File: config.mk
export PLATFORM = sky130hd
export DESIGN_NAME = mem_read_arbi_rr
export DESIGN_NICKNAME = d
export VERILOG_FILES = /design/src/rtl/mem_read_arbi_rr.sv
export SDC_FILE = /design/constraint.sdc
export NUM_CORES = 1
export LEC_CHECK = 0
export ABC_AREA = 1
export BUFFER_PORTS_ARGS = -buffer_cell sky130_fd_sc_hd__buf_2
export CORE_MARGIN = 3
export CORE_UTILIZATION = 47
export CTS_CLUSTER_SIZE = 16
export DETAILED_ROUTE_END_ITERATION = 10
export PLACE_DENSITY = 0.91
export SETUP_SLACK_MARGIN = 0.4
export SYNTH_ARGS = -nofsm -noshare
export SYNTH_HDL_FRONTEND = slang
export SYNTH_SLANG_ARGS = --single-unit
File: constraint.sdc
create_clock -name mem_clk -period 3.15 [get_ports mem_clk]
set_input_delay 0.4725 -clock mem_clk [delete_from_list [all_inputs] [get_ports mem_clk]]
set_output_delay 0.4725 -clock mem_clk [all_outputs]
set_load 0.01 [all_outputs]
File: src/rtl/mem_read_arbi_rr.sv
// Round-robin arbiter granting one memory read burst at a time to NUM_CH channels,
// routing returned data/finish to the granted channel, with a per-burst watchdog.
module mem_read_arbi_rr #(
    parameter int unsigned NUM_CH        = 4,
    parameter int unsigned MEM_DATA_BITS = 32,
    parameter int unsigned ADDR_BITS     = 24,
    parameter int unsigned LEN_BITS      = 10,
    parameter int unsigned TIMEOUT       = 8000,
    localparam int unsigned CW           = $clog2(NUM_CH)
) (
    input  logic                          mem_clk,
    input  logic                          rst_n,
    input  logic [NUM_CH-1:0]             ch_rd_burst_req,
    input  logic [NUM_CH*LEN_BITS-1:0]    ch_rd_burst_len,
    input  logic [NUM_CH*ADDR_BITS-1:0]   ch_rd_burst_addr,
    output logic [NUM_CH-1:0]             ch_rd_burst_data_valid,
    output logic [MEM_DATA_BITS-1:0]      ch_rd_burst_data,
    output logic [NUM_CH-1:0]             ch_rd_burst_finish,
    output logic [NUM_CH-1:0]             ch_rd_burst_timeout,
    output logic [CW-1:0]                 grant_ch,
    output logic                          busy,
    output logic                          rd_burst_req,
    output logic [LEN_BITS-1:0]           rd_burst_len,
    output logic [ADDR_BITS-1:0]          rd_burst_addr,
    input  logic                          rd_burst_data_valid,
    input  logic [MEM_DATA_BITS-1:0]      rd_burst_data,
    input  logic                          rd_burst_finish
);

    localparam int unsigned WDW = (TIMEOUT > 1) ? $clog2(TIMEOUT) : 1;

    typedef enum logic [2:0] {
        ST_ARB   = 3'd0,
        ST_ISSUE = 3'd1,
        ST_READ  = 3'd2,
        ST_DONE  = 3'd3,
        ST_ABORT = 3'd4
    } state_t;

    state_t               state;
    logic [CW-1:0]        rr_ptr;
    logic [WDW-1:0]       wd;
    logic                 wd_expire;
    logic [CW-1:0]        next_ptr;
    logic [NUM_CH-1:0]    elig;
    logic [NUM_CH-1:0]    gsel;
    logic                 pick_ok;
    logic [CW-1:0]        pick_ch;
    logic                 routed;
    logic [LEN_BITS-1:0]  len_a  [NUM_CH];
    logic [ADDR_BITS-1:0] addr_a [NUM_CH];

    // Unpack channel buses; zero-length requests are never eligible.
    for (genvar i = 0; i < NUM_CH; i++) begin : g_unpack
        assign len_a[i]  = ch_rd_burst_len[i*LEN_BITS +: LEN_BITS];
        assign addr_a[i] = ch_rd_burst_addr[i*ADDR_BITS +: ADDR_BITS];
        assign elig[i]   = ch_rd_burst_req[i] && (len_a[i] != '0);
    end

    function automatic logic [CW-1:0] rr_idx(input logic [CW-1:0] base, input int unsigned k);
        return CW'((32'(base) + k) % NUM_CH);
    endfunction

    // First eligible channel at or after the rr pointer.
    always_comb begin
        pick_ok = 1'b0;
        pick_ch = '0;
        for (int unsigned k = 0; k < NUM_CH; k++) begin
            if (!pick_ok && elig[rr_idx(rr_ptr, k)]) begin
                pick_ok = 1'b1;
                pick_ch = rr_idx(rr_ptr, k);
            end
        end
    end

    // Watchdog is cleared in ISSUE, so expiring at TIMEOUT-2 puts ABORT TIMEOUT cycles after ISSUE.
    assign wd_expire = (TIMEOUT != 0) && ((32'(wd) + 32'd2) >= TIMEOUT);
    assign next_ptr  = (grant_ch == CW'(NUM_CH - 1)) ? '0 : grant_ch + CW'(1);

    always_ff @(posedge mem_clk or negedge rst_n) begin
        if (!rst_n) begin
            state         <= ST_ARB;
            rr_ptr        <= '0;
            grant_ch      <= '0;
            rd_burst_req  <= 1'b0;
            rd_burst_len  <= '0;
            rd_burst_addr <= '0;
            wd            <= '0;
        end else begin
            case (state)
                ST_ARB: begin
                    if (pick_ok) begin
                        grant_ch <= pick_ch;
                        state    <= ST_ISSUE;
                    end
                end
                ST_ISSUE: begin
                    rd_burst_len  <= len_a[grant_ch];
                    rd_burst_addr <= addr_a[grant_ch];
                    rd_burst_req  <= 1'b1;
                    wd            <= '0;
                    state         <= ST_READ;
                end
                ST_READ: begin
                    if (rd_burst_data_valid) begin
                        rd_burst_req <= 1'b0;
                    end
                    // Finish wins over a coincident watchdog expiry.
                    if (rd_burst_finish) begin
                        rd_burst_req <= 1'b0;
                        state        <= ST_DONE;
                    end else if (wd_expire) begin
                        rd_burst_req <= 1'b0;
                        state        <= ST_ABORT;
                    end else if (TIMEOUT != 0) begin
                        wd <= wd + WDW'(1);
                    end
                end
                ST_DONE, ST_ABORT: begin
                    rr_ptr <= next_ptr;
                    state  <= ST_ARB;
                end
                default: state <= ST_ARB;
            endcase
        end
    end

    // Return path is only open to the granted channel while a burst is live.
    assign gsel   = NUM_CH'(1) << grant_ch;
    assign routed = (state == ST_READ) || (state == ST_DONE);

    assign ch_rd_burst_data_valid = (routed && rd_burst_data_valid) ? gsel : '0;
    assign ch_rd_burst_data       = routed ? rd_burst_data : '0;
    assign ch_rd_burst_finish     = ((state == ST_DONE) || (state == ST_ABORT)) ? gsel : '0;
    assign ch_rd_burst_timeout    = (state == ST_ABORT) ? gsel : '0;
    assign busy = (state == ST_ISSUE) || (state == ST_READ) || (state == ST_DONE);

endmodule
# Word-level counts from Yosys, hierarchy flattened
# Index checks and enable logic that the tools add are counted.
dict set report totals {
  reg_bits 55
  inputBits 176
  output_inout_bits 82
  wordCells 95
}
dict set report classes {
  add_sub_neg 6
  magnitude_cmp 6
  eq_ne 10
  n_shift 1
  n_mux 38
  bitwise_logic 1
  n_reduce_logical 26
}
# cell n
set op_table {}
lappend op_table {{binary-select mux 24 bit (select 2 bit)} 1}
lappend op_table {{two-way mux 24 bit} 2}
lappend op_table {{nonzero test 10 bit} 4}
lappend op_table {{two-way mux 32 bit} 1}
lappend op_table {{two-way mux 13 bit} 2}
lappend op_table {{one-hot mux 13 bit (2 select lines)} 1}
lappend op_table {{binary-select mux 10 bit (select 2 bit)} 1}
lappend op_table {{two-way mux 10 bit} 2}
lappend op_table {{adder 13 x 2 -> 14 bit, second input constant} 1}
lappend op_table {{greater-or-equal comparator 14 x 13 -> 1 bit, second input constant} 1}
lappend op_table {{adder 13 x 1 -> 13 bit, second input constant} 1}
lappend op_table {{< comparator 2 x 3 -> 1 bit, second input constant} 4}
lappend op_table {{two-way mux 4 bit} 3}
lappend op_table {{two-way mux 1 bit} 11}
lappend op_table {{two-way mux 2 bit} 5}
lappend op_table {{two-way mux 3 bit} 3}
lappend op_table {{one-hot mux 3 bit (3 select lines)} 1}
lappend op_table {{binary-select mux 1 bit (select 2 bit)} 4}
lappend op_table {{logical AND 1 bit} 8}
lappend op_table {{== test 3 x 2 -> 1 bit, second input constant} 2}
lappend op_table {{!= test 2 bit, second input constant} 3}
lappend op_table {{AND reduction 2 bit} 3}
lappend op_table {{adder 2 x 1 -> 2 bit, second input constant} 2}
lappend op_table {{adder 2 bit, second input constant} 2}
lappend op_table {{15 further kinds} 20}

# Depth between registers and ports, before layout
dict set report logic_depth {
  ltp_word 16
  ltp_mapped 14
}

# Worst setup path before layout
# OpenSTA, ideal clock, no wires.
dict set report synth_path {
  path_kind {reg-to-output}
  start {register grant_ch[0]}
  end {output ch_rd_burst_data_valid[0]}
  arrival_time_ps 1521
  required_time_ps 2677
  path_slack_ps 1157
  stages_incl_launch_ff 7
  cell_sequence {dfrtp_1 > buf_1 > inv_2 > clkbuf_1 > ha_1 > inv_1 > nor2_1}
}
dict set report synth_via {
  elab_chain_len 2
}
# item line
set synth_lines {}
lappend synth_lines {{start: declaration} 20} ;# output logic [CW-1:0] grant_ch,
lappend synth_lines {{start signal: assignment} 93} ;# grant_ch <= pick_ch;
lappend synth_lines {{left shift 1 x 2 -> 4 bit} 129} ;# assign gsel = NUM_CH'(1) << grant_ch;
lappend synth_lines {{two-way mux 4 bit} 132} ;# assign ch_rd_burst_data_valid = (routed && rd_burst_data_valid) ? gsel : '0;
lappend synth_lines {{end: declaration} 16} ;# output logic [NUM_CH-1:0] ch_rd_burst_data_valid,
# No other way between the ends.

# Final worst setup path
dict set report layout_path {
  start {register wd[2]}
  end {register state[1]}
}
dict set report layout_via {
  elab_chain_len 4
}
# item line
set layout_lines {}
lappend layout_lines {{start: declaration} 42} ;# logic [WDW-1:0] wd;
lappend layout_lines {{start signal: assignment} 116} ;# wd <= wd + WDW'(1);
lappend layout_lines {{adder 13 x 2 -> 14 bit} 77} ;# assign wd_expire = (TIMEOUT != 0) && ((32'(wd) + 32'd2) >= TIMEOUT);
lappend layout_lines {{greater-or-equal comparator 14 x 13 -> 1 bit} 77}
lappend layout_lines {{!= test 3 bit (no source line)} -}
lappend layout_lines {{AND reduction 2 bit (no source line)} -}
lappend layout_lines {{end signal: assignment} 82} ;# state <= ST_ARB;
lappend layout_lines {{end signal: assignment} 94} ;# state <= ST_ISSUE;
lappend layout_lines {{end signal: assignment} 102} ;# state <= ST_READ;
lappend layout_lines {{end: declaration} 40} ;# state_t state;
# No other way between the ends.
# A chain may end at the register's enable or synchronous reset.

==> flow_summary.toml <==
[cts]
cts_tree = "yes"
worstSkewPairLatency_ps = 310
cts_made_buffers = 5
cts.sinks = 55
post-cts-setup-buffer-count = 0
htree_num_levels = 2
clk_pin_slew_ps = 100
ctsResizeCount = 0
hold_buffers = 0
cts-root-buf = "clkbuf_8"
clockBufferDepth = 2

[logic_synthesis]
synth.most_common_cell = "nand2_1"
synth_nets = 848
ys_seq_elements = 55
avgSynthCellArea_um2 = 6.24
yosysTopAreaCell = "dfrtp_1"
ys.warnings.count = 0
yosysTopAreaCellShare_pct = 33.2
synth_edf_count = 0
synth_area_leaders = "dfrtp_1 (33%), nand2_1 (14%), nor2_1 (13%)"
synth_cell_types = 33
ys_seq_area_share_pct = 33.2
syn-cell-area_mm2 = 0.00415
synthArstFlopShare_pct = 100
synthCells = 665
synthTopCellsByCount = "nand2_1 (156), nor2_1 (146), o21ai_0 (80)"
ys.flop_type = "dfrtp_1"

[setup_path]
cp_slowest_cell = "dfrtp_1"
cp-end-kind = "flip-flop"
path_common_cell = "nand2_1"
slowest_delay_ps = 440
path_class = "reg -> reg"
worstPathMaxFanout = 20
crit_required_ps = 3350
path_delay_family = "simple AND/OR/NAND/NOR gates"
r2r_setup_slack_ps = 900
cp.arrival_ps = 2460
ff2ff_path_depth = 9
crit_buf_inv = 0
path_cells = "ha_1 -> nand2_1 -> nor4_4 -> nand2_1 -> nand2_1 -> nand3_2 -> nand2_2 -> nand2_2 -> or2_1"
start_kind = "flip-flop"
worst_r2r_endpoint = "state[1]$_DFFE_PN0P_"
timing.rr.start = "wd[2]$_DFFE_PN0P_"

[route]
avgViaCountPerCell = 5.08
drc = 0
dr.pass1.iters = 5
drt-initial-drc-count = 260
vias = 5120
final_antenna_net_count = 0
routed_wl_mm = 14.2
wl_per_cell_um = 14.1

[place]
port-buffer-count = 257
dp_hpwl_mm = 11.2
pre_cts_ws_ps = 941
routabilityCongestion = 0.935

[timing]
setup_viol = 0
drv_slew = 0
finalHoldViolations = 0
min_period_ps = 2250
rsz0062_at_grt = "no"
timing.fmax_mhz = 444
worst_slew_pin_slew_ps = 691
tns_ps = 0
finalClockSkew_ps = 7.92
fin_ws_ps = 896
period_share_pct = 71.6
slew_headroom_pct = 54.0
timing.hold.ws_ps = 275

[floorplan]
die_w_um = 100
start_util_pct = 49.5
core_mm2 = 0.00838
rows = 33
die_area_mm2 = 0.00999
num_io_pins = 258
die_h_um = 100

[grt]
grt_max_degree = 64
antenna_found_initial = 0
grt_pass1_vias = 4722
grt_use_total_pct = 27.5
grt.overflow.total = 0
grt_pass1_wl_mm = 22.0

[pwr]
power_density_mw_per_mm2 = 791
leakagePower_nw = 3.18
irDropWorstVdd_mv = 0.399

[finish]
drive_gt1_share_pct = 31.7
antennaDiodeCount = 0
syn_to_final_growth_pct = 34.0
final_core_util_pct = 66.4
nNetsFinal = 1085
fillers = 783

[flow_run]
maxCapViolCount = 0

[outcome]
outcome = "complete, no violations"

[min_path]
min_path_type = "in -> async"
-- per-layer routing --
layer,vias up,GRT usage (%),share of wire (%)
met2,268,51.0,51
met3,29,5.14,9.1
met1,2235,31.9,37
li1,2588,-,-
met4,0,8.39,2.8
met5,-,0,0
-- state kept, by name, indices dropped and copies added (netlist names) --
signal	cells
rd_burst_addr	24
wd	13
rd_burst_len	10
state	3
grant_ch	2
rr_ptr	2
rd_burst_req	1
-- layout by cell type (no fill, tap or decap), drive strengths merged, types with 2 or more instances in the layout --
cell / instances
a31oi: 3
o21ai: 85
xnor2: 3
inv: 69
buf: 265
a21oi: 11
nand4: 2
nand3: 33
nand2: 158
and2: 3
nor2: 148
o22ai: 33
clkbuf: 7
xor2: 8
dfrtp: 55
nor4: 2
nor3: 3
ha: 7
or2: 4
-- cells by family (layout without fill, tap and decap cells) --
kind of cell | after synthesis | after routing | share of synthesized area [%]
compound gates | 134 | 134 | 17.4
xor+xnor | 11 | 11 | 2.32
fa+ha+maj | 7 | 7 | 2.11
buf+inv | 104 | 342 | 9.95
flops | 55 | 55 | 33.2
simple gates | 354 | 354 | 35.1
-- how the worst max path moves through the flow --
stage | from | end | slack [ps] | depth (start not counted)
after floorplan | grant_ch[0]$_DFFE_PN0P_ | ch_rd_burst_data_valid[0] | 1160 | 6
after global placement | wd[1]$_DFFE_PN0P_ | state[1]$_DFFE_PN0P_ | 1050 | 10
after detailed placement | wd[2]$_DFFE_PN0P_ | state[1]$_DFFE_PN0P_ | 940 | 9
after CTS | wd[2]$_DFFE_PN0P_ | state[1]$_DFFE_PN0P_ | 920 | 9
after global routing | wd[1]$_DFFE_PN0P_ | state[1]$_DFFE_PN0P_ | 670 | 9
final | wd[2]$_DFFE_PN0P_ | state[1]$_DFFE_PN0P_ | 900 | 9
-- stage by stage --
stage                     cell area [µm²]  instances  total power, mW
after floorplan                      4150        665             3.07
after global routing                 5560       1008             4.85
final                                5560       1008             4.40
after CTS                            5560       1008             4.42
after detailed placement             5480       1000             4.03
after global placement               5480       1000             3.98
-- report_power, final --
| part | switching [mW] | internal [mW] |
|---|---|---|
| registers | 0.259 | 0.994 |
| logic | 1.77 | 0.996 |
| clock network | 0.226 | 0.157 |
| total | 2.25 | 2.15 |
-- area by class of cell --
cell class | count | area (µm²) | share of cell area, %
Clock inverter | 1 | 5.00 | 0.0900
Multi-Input combinational cell | 506 | 2370 | 42.6
Clock buffer | 7 | 76.3 | 1.37
Inverter | 69 | 259 | 4.66
Sequential cell | 55 | 1380 | 24.8
Tap cell | 105 | 131 | 2.36
Timing Repair Buffer | 265 | 1350 | 24.2
Power figures use the tool's default switching activity.
